**src/rtl/interface_hcsr04_multi_pkg.sv**
```systemverilog
// Shared definitions for the multi-channel HC-SR04 interface.
// Holds the FSM state codes and the time-to-cycle conversion helpers.
package interface_hcsr04_multi_pkg;

    typedef enum logic [3:0] {
        ST_IDLE      = 4'd0,
        ST_TRIG      = 4'd1,
        ST_WAIT_ECHO = 4'd2,
        ST_MEASURE   = 4'd3,
        ST_STORE     = 4'd4,
        ST_TOUT      = 4'd5,
        ST_GAP       = 4'd6,
        ST_DONE      = 4'd7
    } state_t;

    // 64-bit arithmetic keeps CLK_HZ * us from overflowing at high clock rates
    function automatic longint us_to_cycles(input longint clk_hz, input longint us);
        return (us * clk_hz) / 64'd1_000_000;
    endfunction

    function automatic longint cycles_per_cm(input longint clk_hz);
        return (clk_hz * 64'd588235) / 64'd10_000_000_000;
    endfunction

endpackage

```
**src/rtl/contador_bcd_sat.sv**
```systemverilog
// Three-digit BCD up-counter with synchronous clear.
// Stops at 999 instead of wrapping so over-range echoes read as maximum distance.
module contador_bcd_sat (
    input  logic        clock,
    input  logic        reset,
    input  logic        clear,
    input  logic        inc,
    output logic [11:0] value
);

    logic [3:0] dig0;
    logic [3:0] dig1;
    logic [3:0] dig2;
    logic       at_max;

    assign at_max = (dig2 == 4'd9) && (dig1 == 4'd9) && (dig0 == 4'd9);

    always_ff @(posedge clock or negedge reset) begin
        if (!reset) begin
            dig0 <= 4'd0;
            dig1 <= 4'd0;
            dig2 <= 4'd0;
        end else if (clear) begin
            dig0 <= 4'd0;
            dig1 <= 4'd0;
            dig2 <= 4'd0;
        end else if (inc && !at_max) begin
            if (dig0 != 4'd9) begin
                dig0 <= dig0 + 4'd1;
            end else begin
                dig0 <= 4'd0;
                if (dig1 != 4'd9) begin
                    dig1 <= dig1 + 4'd1;
                end else begin
                    dig1 <= 4'd0;
                    dig2 <= dig2 + 4'd1;
                end
            end
        end
    end

    assign value = {dig2, dig1, dig0};

endmodule

```
**src/rtl/interface_hcsr04_multi.sv**
```systemverilog
// Sequential scanner for N_CH HC-SR04 sensors: one trigger at a time, echo width
// converted to rounded BCD centimetres, with a per-channel timeout flag.
module interface_hcsr04_multi
    import interface_hcsr04_multi_pkg::*;
#(
    parameter int CLK_HZ     = 50_000_000,
    parameter int N_CH       = 2,
    parameter int TRIG_US    = 10,
    parameter int TIMEOUT_US = 25000,
    parameter int GAP_US     = 100,
    parameter int CYC_PER_CM = int'(cycles_per_cm(longint'(CLK_HZ)))
) (
    input  logic                 clock,
    input  logic                 reset,
    input  logic                 medir,
    input  logic [N_CH-1:0]      ch_enable,
    input  logic [N_CH-1:0]      echo,
    output logic [N_CH-1:0]      trigger,
    output logic [12*N_CH-1:0]   medida,
    output logic [N_CH-1:0]      timeout,
    output logic                 pronto,
    output logic                 busy,
    output logic [3:0]           db_estado,
    output logic [2:0]           db_canal
);

    localparam int TRIG_RAW = int'(us_to_cycles(longint'(CLK_HZ), longint'(TRIG_US)));
    localparam int TOUT_RAW = int'(us_to_cycles(longint'(CLK_HZ), longint'(TIMEOUT_US)));
    localparam int GAP_RAW  = int'(us_to_cycles(longint'(CLK_HZ), longint'(GAP_US)));
    localparam int TRIG_CYC = (TRIG_RAW < 1) ? 1 : TRIG_RAW;
    localparam int TOUT_CYC = (TOUT_RAW < 1) ? 1 : TOUT_RAW;
    localparam int GAP_CYC  = (GAP_RAW < 1) ? 1 : GAP_RAW;

    localparam int CNT_W  = $clog2(((TRIG_CYC > GAP_CYC) ? TRIG_CYC : GAP_CYC) + 1);
    localparam int TOUT_W = $clog2(TOUT_CYC + 1);
    localparam int CYC_W  = $clog2(CYC_PER_CM + 1);

    localparam logic [CNT_W-1:0]  TRIG_LAST = CNT_W'(TRIG_CYC - 1);
    localparam logic [CNT_W-1:0]  GAP_LAST  = CNT_W'(GAP_CYC - 1);
    localparam logic [TOUT_W-1:0] TOUT_LAST = TOUT_W'(TOUT_CYC - 1);
    localparam logic [CYC_W-1:0]  CYC_LAST  = CYC_W'(CYC_PER_CM - 1);
    localparam logic [CYC_W-1:0]  CYC_HALF  = CYC_W'(CYC_PER_CM / 2);

    state_t              state;
    logic [N_CH-1:0]     mask;
    logic [2:0]          ch;
    logic [CNT_W-1:0]    cnt;
    logic [TOUT_W-1:0]   tout_cnt;
    logic [CYC_W-1:0]    cyc_cnt;

    logic [N_CH-1:0]     echo_meta;
    logic [N_CH-1:0]     echo_s;
    logic [N_CH-1:0]     echo_d;

    logic                cur_echo;
    logic                cur_prev;
    logic                cur_rise;
    logic [2:0]          first_ch;
    logic [2:0]          next_ch;
    logic                next_ok;
    logic                tout_hit;
    logic                cyc_wrap;
    logic                bcd_clr;
    logic                bcd_inc;
    logic [11:0]         bcd_val;

    function automatic logic [N_CH-1:0] onehot(input logic [2:0] c);
        logic [N_CH-1:0] v;
        v = '0;
        for (int k = 0; k < N_CH; k++) begin
            if (c == 3'(k)) v[k] = 1'b1;
        end
        return v;
    endfunction

    // echo_d is one more stage so edges are seen on the already-synchronised signal
    always_ff @(posedge clock or negedge reset) begin
        if (!reset) begin
            echo_meta <= '0;
            echo_s    <= '0;
            echo_d    <= '0;
        end else begin
            echo_meta <= echo;
            echo_s    <= echo_meta;
            echo_d    <= echo_s;
        end
    end

    always_comb begin
        cur_echo = 1'b0;
        cur_prev = 1'b0;
        for (int k = 0; k < N_CH; k++) begin
            if (ch == 3'(k)) begin
                cur_echo = echo_s[k];
                cur_prev = echo_d[k];
            end
        end
    end

    assign cur_rise = cur_echo & ~cur_prev;

    // Descending scan so the lowest qualifying channel is the one left standing
    always_comb begin
        first_ch = '0;
        next_ch  = '0;
        next_ok  = 1'b0;
        for (int k = N_CH - 1; k >= 0; k--) begin
            if (ch_enable[k]) first_ch = 3'(k);
            if (mask[k] && (3'(k) > ch)) begin
                next_ch = 3'(k);
                next_ok = 1'b1;
            end
        end
    end

    assign tout_hit = ((state == ST_WAIT_ECHO) || (state == ST_MEASURE)) && (tout_cnt == TOUT_LAST);
    assign cyc_wrap = (cyc_cnt == CYC_LAST);
    assign bcd_clr  = (state == ST_TRIG);

    // The rounding increment rides on the cycle that sees the echo fall
    always_comb begin
        bcd_inc = 1'b0;
        if (!tout_hit) begin
            case (state)
                ST_WAIT_ECHO: bcd_inc = cur_rise && cyc_wrap;
                ST_MEASURE:   bcd_inc = cur_echo ? cyc_wrap : (cyc_cnt >= CYC_HALF);
                default:      bcd_inc = 1'b0;
            endcase
        end
    end

    contador_bcd_sat u_bcd (
        .clock (clock),
        .reset (reset),
        .clear (bcd_clr),
        .inc   (bcd_inc),
        .value (bcd_val)
    );

    always_ff @(posedge clock or negedge reset) begin
        if (!reset) begin
            state    <= ST_IDLE;
            mask     <= '0;
            ch       <= '0;
            cnt      <= '0;
            tout_cnt <= '0;
            cyc_cnt  <= '0;
            trigger  <= '0;
            medida   <= '0;
            timeout  <= '0;
            pronto   <= 1'b0;
        end else begin
            pronto <= 1'b0;
            case (state)
                ST_IDLE: begin
                    if (medir) begin
                        if (ch_enable != '0) begin
                            mask    <= ch_enable;
                            ch      <= first_ch;
                            trigger <= onehot(first_ch);
                            cnt     <= '0;
                            state   <= ST_TRIG;
                        end else begin
                            pronto <= 1'b1;
                        end
                    end
                end
                ST_TRIG: begin
                    if (cnt == TRIG_LAST) begin
                        trigger  <= '0;
                        tout_cnt <= '0;
                        cyc_cnt  <= '0;
                        state    <= ST_WAIT_ECHO;
                    end else begin
                        cnt <= cnt + 1'b1;
                    end
                end
                ST_WAIT_ECHO: begin
                    if (tout_hit) begin
                        state <= ST_TOUT;
                    end else begin
                        tout_cnt <= tout_cnt + 1'b1;
                        if (cur_rise) begin
                            cyc_cnt <= cyc_wrap ? '0 : cyc_cnt + 1'b1;
                            state   <= ST_MEASURE;
                        end
                    end
                end
                ST_MEASURE: begin
                    if (tout_hit) begin
                        state <= ST_TOUT;
                    end else begin
                        tout_cnt <= tout_cnt + 1'b1;
                        if (cur_echo) begin
                            cyc_cnt <= cyc_wrap ? '0 : cyc_cnt + 1'b1;
                        end else begin
                            state <= ST_STORE;
                        end
                    end
                end
                ST_STORE: begin
                    for (int k = 0; k < N_CH; k++) begin
                        if (ch == 3'(k)) begin
                            medida[12*k +: 12] <= bcd_val;
                            timeout[k]         <= 1'b0;
                        end
                    end
                    cnt   <= '0;
                    state <= ST_GAP;
                end
                ST_TOUT: begin
                    for (int k = 0; k < N_CH; k++) begin
                        if (ch == 3'(k)) begin
                            medida[12*k +: 12] <= 12'h000;
                            timeout[k]         <= 1'b1;
                        end
                    end
                    cnt   <= '0;
                    state <= ST_GAP;
                end
                ST_GAP: begin
                    if (cnt == GAP_LAST) begin
                        if (next_ok) begin
                            ch      <= next_ch;
                            trigger <= onehot(next_ch);
                            cnt     <= '0;
                            state   <= ST_TRIG;
                        end else begin
                            state <= ST_DONE;
                        end
                    end else begin
                        cnt <= cnt + 1'b1;
                    end
                end
                ST_DONE: begin
                    pronto <= 1'b1;
                    state  <= ST_IDLE;
                end
                default: state <= ST_IDLE;
            endcase
        end
    end

    assign busy      = (state != ST_IDLE);
    assign db_estado = state;
    assign db_canal  = ch;

endmodule
```
**config.mk**
```make
export PLATFORM = sky130hd
export DESIGN_NAME = interface_hcsr04_multi
export DESIGN_NICKNAME = d
export VERILOG_FILES = /design/src/rtl/interface_hcsr04_multi_pkg.sv /design/src/rtl/contador_bcd_sat.sv /design/src/rtl/interface_hcsr04_multi.sv
export SDC_FILE = /design/constraint.sdc
export NUM_CORES = 1
export LEC_CHECK = 0
export BUFFER_PORTS_ARGS = -buffer_cell sky130_fd_sc_hd__buf_2
export CORE_MARGIN = 4
export CORE_UTILIZATION = 40
export CTS_BUF_LIST = sky130_fd_sc_hd__clkbuf_16
export DETAILED_ROUTE_END_ITERATION = 10
export PLACE_DENSITY = 0.55
export SETUP_SLACK_MARGIN = 0.1
export SLEW_MARGIN = 20
export SYNTH_ARGS = -nofsm -noshare
export SYNTH_HDL_FRONTEND = slang
export SYNTH_SLANG_ARGS = --single-unit
```
**constraint.sdc**
```tcl
create_clock -name clock -period 2.6 [get_ports clock]
set_input_delay 0 -clock clock [delete_from_list [all_inputs] [get_ports clock]]
set_output_delay 0 -clock clock [all_outputs]
set_load 0.02 [all_outputs]
```
==> flow_summary.yaml, run 1 <==
sta:
  tightest_slew_ps: 800
  timing.slew.headroom: 0.467
  fmax_mhz: 406
  period_minus_slack_ps: 2460
  min_period_over_period: 0.948
  holdWs_ps: 0.103
  rsz0062_at_grt: "yes"
  setup_violations: 0
  hold_viol_final: 0
  fin_worst_skew_ps: 9.75
  final_max_slew_viol_count: 0
finish:
  layout_commonest_cell: "dfrtp_1"
  syn2layout_area_growth_pct: 20.3
  ff_latch_area_sq_um: 2450
  most-common-layout-cells: "dfrtp_1, nand2_1, o21ai_0"
  fin_nets: 658
  drive_gt1_frac: 0.186
  n_fill_cell: 1205
  diodes: 0
  multiInputGateArea_sq_um: 2540
floorplan:
  fp.dieW_um: 121
  initial_core_util: 0.417
  fp.dieH_um: 121
  io_pins: 44
  row_count: 40
  core_area_sq_um: 12200
  die_area_sq_um: 14600
route:
  totalWireLength_mm: 12.0
  wl_per_cell_um: 14.8
  via_count: 4306
  firstDrtPassIters: 4
  first_iter_violations: 338
  ant_nets: 0
  avgViaCountPerCell: 5.30
  route.detailed.drc: 0
clock_tree:
  clkLatencyLatePin_ps: 360
  clk_pin_slew_ps: 70
  clock_path_buffers: 2
  cts_tree: "done"
  htree_num_levels: 3
  clockRootBuffer: "clkbuf_16"
  clkSinkCount: 98
  cts_buffers: 9
yosys:
  synth_top_cell_area_share: 0.482
  yosysUniqueCellTypes: 56
  yosysSeqAreaShare: 0.482
  synthTopCellsByArea: "dfrtp_1, o21ai_0, nand2_1"
  synth_edf_count: 0
  avgSynthCellArea_sq_um: 8.96
  async_reset_ff_frac: 1.00
  yosysWarnings: 0
  syn-cell-area_sq_um: 5090
  synthCells: 568
  synth_top_cell_by_area: "dfrtp_1"
  synth_seq_cells: 98
  synth_flop_cell: "dfrtp_1"
worst_setup_path:
  crit_arrival_ps: 2750
  cp.required_ps: 2890
  start_kind: "flip-flop"
  worstSetupEndpointType: "flip-flop"
  cp_max_fo: 5
  criticalPathCategory: "flip-flop to flip-flop"
placed_design:
  gp_congestion: 0.842
  io_buffers: 40
  dp_hpwl_mm: 8.33
pwr:
  irDropWorstVdd_uv: 332
  fin_total_pwr_uw: 2920
  power_leakage_uw: 0.00271
  powerDensity_nw_per_um2: 477
flow_run:
  max_cap_violations: 0
global_route:
  grt_max_degree: 57
  grt_pass1_wl_mm: 20.4
  antenna_found_initial: 0
  grt_overflow: 0
  groute.usage.overall: 0.172
  grt_pass1_vias: 4091
outcome:
  outcome: "finished clean"
worst_hold_path:
  min_path_type: "primary input to flip-flop"
final timing paths:
check	endpoint	slack, ps	startpoint	cells past startpoint
min	pronto	0.1	medir	3
max reg2reg	u_bcd.dig2[3]	140	cyc_cnt[0]	8
max	u_bcd.dig2[3]	140	cyc_cnt[0]	8
min in group asynchronous	medida[16]	250	reset	2
max in group asynchronous	cyc_cnt[3]	1650	reset	3
min reg2reg	echo_s[1]	350	echo_meta[1]	0
cell usage after synthesis, types with 9 or more instances:
cell	instances
xnor2_1	9
dfrtp_1	98
nand3_1	27
nor2b_1	9
nand2b_1	11
a21oi_1	17
nand2_1	82
nor3_1	10
inv_1	15
nor2_1	50
and3_1	13
o21ai_0	77
clkbuf_1	22
ha_1	11
o31ai_1	15
report_power, final:
| part | internal, uW | total [uW] | switching [uW] |
|---|---|---|---|
| sequential | 1530 | 1530 | 2.29 |
| combinational | 15.4 | 55.8 | 40.4 |
| clock | 744 | 1340 | 594 |
registers in the layout, summed over array words and instances, names as in the netlist:
register / cells
medida: 24
tout_cnt: 21
u_bcd.dig0: 4
u_bcd.dig2: 4
cnt: 13
timeout: 2
echo_meta: 2
mask: 1
pronto: 1
db_estado: 3
trigger: 2
cyc_cnt: 12
db_canal: 1
u_bcd.dig1: 4
echo_d: 2
echo_s: 2
worst max-delay path: stages (launching register included):
cell     delay [ps]
dfrtp_1         390
inv_2            80
ha_4            120
nand2_2          40
or4_4           410
or4_4           530
a21o_4          270
or4_4           420
a21oi_2         150
final cells by class:
| class | count | area share |
|---|---|---|
| inverter | 15 | 0.00919 |
| sequential | 98 | 0.400 |
| tap | 168 | 0.0343 |
| clock inverter | 7 | 0.0112 |
| timing repair buffer | 85 | 0.0931 |
| clock buffer | 9 | 0.0368 |
| multi-input combinational | 431 | 0.415 |
stage by stage:
step           cell area (sq um)  TNS (ps)  utilization  setup slack, ps  std cells
6_report                    6130         0        0.502              136        813
5_1_grt                     6130         0        0.502             50.0        813
3_3_place_gp                5670     -6.42        0.464            -6.42        786
4_1_cts                     6070         0        0.497              126        812
2_1_floorplan               5100         0            -              108        570
3_5_place_dp                5670     -36.7        0.464            -28.0        786
timing repair:
item / CTS / global route
gates resized for setup: 4 / 12
setup endpoints to repair: 12 / 11
endpoints found under the hold margin: 59 / 0
pin swaps: 1 / 10
hold buffers: 7 / 0
setup buffers: 1 / 1
cloned: 2 / 0
metal layers:
| layer | track usage | share of wire | up-vias | wire (um) |
|---|---|---|---|---|
| met5 | 0 | 0 | - | 0 |
| met4 | 0.0630 | 0.014 | 0 | 165 |
| met3 | 0.0267 | 0.036 | 13 | 439 |
| met2 | 0.262 | 0.46 | 72 | 5520 |
| met1 | 0.248 | 0.49 | 2064 | 5910 |
| li1 | - | - | 2157 | - |
cell families after synthesis:
| logic type | count (synthesis) | share of synthesized area |
|---|---|---|
| AO/OA/AOI/OAI | 143 | 0.167 |
| flip-flops | 98 | 0.482 |
| AND/OR/NAND/NOR | 247 | 0.242 |
| adder cells (fa/ha/maj) | 11 | 0.0270 |
| buffers and inverters | 43 | 0.0359 |
| other | 1 | 0.000737 |
| multiplexers | 8 | 0.0165 |
| XOR/XNOR | 17 | 0.0292 |
Power figures use the tool's default switching activity.
==> run 2, diff against run 1 <==
--- a/config.mk
+++ b/config.mk
@@ -6,11 +6,13 @@
 export NUM_CORES = 1
 export LEC_CHECK = 0
 export BUFFER_PORTS_ARGS = -buffer_cell sky130_fd_sc_hd__buf_2
+export CELL_PAD_IN_SITES_DETAIL_PLACEMENT = 0
+export CELL_PAD_IN_SITES_GLOBAL_PLACEMENT = 1
 export CORE_MARGIN = 4
 export CORE_UTILIZATION = 40
 export CTS_BUF_LIST = sky130_fd_sc_hd__clkbuf_16
 export DETAILED_ROUTE_END_ITERATION = 10
-export PLACE_DENSITY = 0.55
+export PLACE_DENSITY = 0.67
 export SETUP_SLACK_MARGIN = 0.1
 export SLEW_MARGIN = 20
 export SYNTH_ARGS = -nofsm -noshare
==> constraint.sdc (replaced) <==
create_clock -name clock -period 2.5 [get_ports clock]
set_input_delay 0 -clock clock [delete_from_list [all_inputs] [get_ports clock]]
set_output_delay 0 -clock clock [all_outputs]
set_load 0.02 [all_outputs]
==> flow_summary.yaml, run 2 (synthesized netlist as in run 1, its figures left out) <==
outcome:
  outcome: "finished clean"
pwr:
  p_switching_uw: 685
  comb_power_share: 0.019
  p_int_uw: 2480
  clkPwrFrac: 0.479
  irDropWorstVdd_uv: 333
  fin_total_pwr_uw: 3170
  swShare: 0.216
  powerDensity_nw_per_um2: 508
  power_leakage_uw: 0.00277
  power_frac_seq: 0.502
worst_hold_path:
  min_path_type: "primary input to async pin"
route:
  avgViaCountPerCell: 5.36
  route.detailed.drc: 0
  ant_nets: 0
  via_count: 4402
  firstDrtPassIters: 5
  first_iter_violations: 324
  wl_per_cell_um: 15.3
  totalWireLength_mm: 12.6
global_route:
  groute.usage.overall: 0.179
  top_usage_layer: "met2"
  met2_usage: 0.269
  grt_pass1_vias: 4127
  grt_max_degree: 54
  grt_pass1_wl_mm: 21.1
  gr-usage-met3: 0.0355
  grt_overflow: 0
  met1_usage: 0.260
  antenna_found_initial: 0
flow_run:
  max_cap_violations: 0
worst_setup_path:
  criticalPathCategory: "flip-flop to flip-flop"
  worst-r2r-cell-count: 8
  crit_arrival_ps: 2760
  r2r-end: "u_bcd.dig1[0]"
  cp_max_fo: 5
  worstSetupEndpointType: "flip-flop"
  crit_start: "cyc_cnt[0]"
  crit_end: "u_bcd.dig1[0]"
  reg2reg_setup_slack_ps: 20
  start_kind: "flip-flop"
  timing.rr.start: "cyc_cnt[0]"
  cp.required_ps: 2780
sta:
  timing.slew.headroom: 0.486
  hold_viol_final: 0
  fin_ws_ps: 24.3
  period_minus_slack_ps: 2480
  final_max_slew_viol_count: 0
  fmax_mhz: 404
  setup_violations: 0
  fin_worst_skew_ps: 9.56
  setup_tns_ps: 0
  min_period_over_period: 0.990
  rsz0062_at_grt: "yes"
  tightest_slew_ps: 759
clock_tree:
  cts_buffers: 9
  clkSinkCount: 98
  clock_path_buffers: 2
  clkLatencyLatePin_ps: 350
  clockRootBuffer: "clkbuf_16"
  clk_pin_slew_ps: 70
  htree_num_levels: 3
  cts_tree: "done"
floorplan:
  core_area_sq_um: 12200
  io_pins: 44
  fp.dieH_um: 121
  row_count: 40
  die_area_sq_um: 14600
  fp.dieW_um: 121
  initial_core_util: 0.417
placed_design:
  pre_cts_slack_ps: -74.6
  dp_hpwl_mm: 8.52
  io_buffers: 40
  place_area_sq_um: 5740
  gp_congestion: 0.805
finish:
  postLayoutCellArea_sq_um: 6240
  drive_gt1_frac: 0.199
  reg.largest.list: "medida: 24 flops, tout_cnt: 21 flops, cnt: 13 flops"
  syn2layout_area_growth_pct: 22.5
  diodes: 0
  fin_nets: 666
  n_fill_cell: 1179
  largest_register_ff_count: 24
  top_register: "medida"
  layout_commonest_cell: "dfrtp_1"
  most-common-layout-cells: "dfrtp_1, nand2_1, o21ai_0"
-- run 2: cell type report --
type                            instances  area (sq um)  area share
Tap cell                              168           210      0.0337
Sequential cell                        98          2450       0.393
Multi-Input combinational cell        431          2560       0.410
Inverter                               15          56.3     0.00903
Timing Repair Buffer                   93           643       0.103
Clock inverter                          7          92.6      0.0148
Clock buffer                            9           225      0.0361
-- run 2: how the worst min path moves through the flow --
stage | start | end | slack [ps] | cells past startpoint
after global placement | reset | medida[19] | 50 | 1
after global routing | reset | medida[7] | 260 | 2
after CTS | reset | medida[19] | 220 | 2
after floorplan | reset | cnt[0] | -300 | 0
after detailed placement | reset | medida[19] | 60 | 1
final | reset | medida[19] | 200 | 2
-- run 2: routing by layer --
layer,part of all wire,vias to the layer above
li1,-,2185
met1,0.51,2118
met2,0.44,88
met3,0.037,11
met4,0.012,0
met5,0,-
-- run 2: timing repair --
action / 4_1_cts / 5_1_grt
cloned: 2 / 0
pin swaps: 2 / 6
buffers inserted: 1 / 1
hold endpoints to repair: 50 / 0
gates resized for setup: 5 / 14
hold buffers: 7 / 0
setup endpoints to repair: 12 / 24
-- run 2: per-stage QoR --
step | hold WS, ps | util | cells
3_5_place_dp | 59.7 | 0.470 | 794
5_1_grt | 257 | 0.511 | 821
4_1_cts | 223 | 0.505 | 820
3_3_place_gp | 49.5 | 0.470 | 794
2_1_floorplan | -296 | - | 570
6_report | 201 | 0.511 | 821
-- run 2: power by group through the flow --
stage	Combinational (uW)	Sequential (uW)	Clock (uW)
floorplan	12.6	1620	0
global placement	54.7	1620	0
detailed placement	55.1	1620	0
CTS	62.3	1590	1550
global route	69.3	1590	1620
finish	59.3	1590	1520
-- run 2: critical path, cell delays in order, from the launching register on --
cell and delay, ps:
dfrtp_1 380, inv_2 80, ha_4 130, nand2_2 40
or4_4 420, or4_4 540, a21o_4 260, or4_1 430
a21oi_2 130
==> run 3, diff against run 2 <==
--- a/config.mk
+++ b/config.mk
@@ -6,7 +6,8 @@
 export NUM_CORES = 1
 export LEC_CHECK = 0
 export BUFFER_PORTS_ARGS = -buffer_cell sky130_fd_sc_hd__buf_2
-export CELL_PAD_IN_SITES_DETAIL_PLACEMENT = 0
+export CAP_MARGIN = 20
+export CELL_PAD_IN_SITES_DETAIL_PLACEMENT = 1
 export CELL_PAD_IN_SITES_GLOBAL_PLACEMENT = 1
 export CORE_MARGIN = 4
 export CORE_UTILIZATION = 40
@@ -14,6 +15,7 @@
 export DETAILED_ROUTE_END_ITERATION = 10
 export PLACE_DENSITY = 0.67
 export SETUP_SLACK_MARGIN = 0.1
+export SKIP_CTS_REPAIR_TIMING = 1
 export SLEW_MARGIN = 20
 export SYNTH_ARGS = -nofsm -noshare
 export SYNTH_HDL_FRONTEND = slang
==> flow_summary.yaml, run 3 (synthesized netlist as in run 1, its figures left out) <==
worst_setup_path:
  crit_arrival_ps: 2860
  cp.required_ps: 2790
  worstSetupEndpointType: "flip-flop"
  r2r-end: "u_bcd.dig1[1]"
  criticalPathCategory: "flip-flop to flip-flop"
  timing.rr.start: "cyc_cnt[0]"
  start_kind: "flip-flop"
  crit_start: "cyc_cnt[0]"
  cp_max_fo: 8
  reg2reg_setup_slack_ps: -70
  worst-r2r-cell-count: 8
global_route:
  groute.usage.overall: 0.203
  grt_overflow: 0
  grt_pass1_vias: 4670
  grt_max_degree: 54
  antenna_found_initial: 0
  grt_pass1_wl_mm: 23.8
worst_hold_path:
  min_path_type: "primary input to flip-flop"
  worst_hold_path.endpoint: "pronto"
  worstHoldStart: "ch_enable[0]"
  whs_path_depth: 4
floorplan:
  die_area_sq_um: 14600
  row_count: 40
  core_area_sq_um: 12200
  initial_core_util: 0.417
  io_pins: 44
  fp.dieW_um: 121
  fp.dieH_um: 121
finish:
  fin_nets: 667
  most-common-layout-cells: "dfrtp_1, nand2_1, o21ai_0"
  syn2layout_area_growth_pct: 23.4
  utilization: 0.514
  fin_cells: 822
  drive_gt1_frac: 0.217
  largest_register_ff_count: 24
  reg.largest.list: "medida: 24 flops, tout_cnt: 21 flops, cnt: 13 flops"
  top_register: "medida"
  diodes: 0
  n_fill_cell: 1468
  ff_latch_area_sq_um: 2450
  layout_commonest_cell: "dfrtp_1"
  multiInputGateArea_sq_um: 2580
clock_tree:
  clock_path_buffers: 2
  clockRootBuffer: "clkbuf_16"
  clkLatencyLatePin_ps: 360
  htree_num_levels: 3
  cts_tree: "done"
  cts_buffers: 9
  clk_pin_slew_ps: 70
  clkSinkCount: 98
route:
  ant_nets: 0
  route.detailed.drc: 0
  wl_met2_mm: 6.73
  first_iter_violations: 288
  via_count: 4461
  dr_wl_met3_um: 493
  met1_length_mm: 6.60
  dr.max_layer_used: "met4"
  wl_per_cell_um: 17.1
  firstDrtPassIters: 4
  totalWireLength_mm: 14.0
  avgViaCountPerCell: 5.43
placed_design:
  gp_congestion: 0.805
  placed_cells: 794
  io_buffers: 40
  pre_cts_slack_ps: -125
  dp_hpwl_mm: 9.76
pwr:
  power_leakage_uw: 0.00280
  powerDensity_nw_per_um2: 508
  fin_total_pwr_uw: 3190
  irDropWorstVdd_uv: 559
sta:
  timing.slew.headroom: 0.513
  fmax_mhz: 389
  rsz0062_at_grt: "yes"
  min_period_over_period: 1.03
  hold_viol_final: 1
  fin_worst_skew_ps: 9.66
  holdWs_ps: -14.0
  setup_violations: 7
  tightest_slew_ps: 731
  final_max_slew_viol_count: 0
  fin_ws_ps: -73.0
  period_minus_slack_ps: 2570
flow_run:
  max_cap_violations: 0
outcome:
  outcome: "complete, but fails checks"
  violations: "negative hold slack, negative setup slack"
run 3: how the worst max path moves through the flow:
| stage | end | slack [ps] | cells past startpoint |
|---|---|---|---|
| floorplan | u_bcd.dig2[3] | 80 | 9 |
| global route | u_bcd.dig0[2] | -140 | 8 |
| CTS | u_bcd.dig1[3] | -160 | 8 |
| detailed placement | u_bcd.dig1[3] | -130 | 8 |
| global placement | u_bcd.dig1[3] | -50 | 8 |
| finish | u_bcd.dig1[1] | -70 | 8 |
run 3: final cells by class:
type,count,area share
Clock buffer,9,0.0359
Clock inverter,7,0.0163
Inverter,15,0.00896
Multi-Input combinational cell,430,0.411
Sequential cell,98,0.390
Tap cell,168,0.0335
Timing Repair Buffer,95,0.104
run 3: stage by stage:
step | area, sq um | TNS, ps
final | 6280 | -333
after detailed placement | 5740 | -514
after floorplan | 5100 | 0
after CTS | 6070 | -873
after global placement | 5740 | -89.2
after global routing | 6280 | -1070
run 3: power breakdown:
part	internal, uW	switching [uW]	leakage (uW)	total [uW]
registers	1590	2.38	0.00133	1590
clock network	889	649	0.000161	1540
logic	16.1	44.2	0.00132	60.2
total	2490	695	0.00280	3190
run 3: per-layer routing:
layer  GRT usage  vias up
met5           0        -
met3      0.0454       17
met4      0.0581        0
li1            -     2176
met1       0.273     2198
met2       0.329       70
run 3: critical path, cell delays in order, from the launching register on:
cell and delay [ps]:
dfrtp_1 400, inv_2 80, ha_4 120, nand2_2 40
or4_4 480, or4_4 530, a21o_4 270, or4_4 430
a21oi_2 140
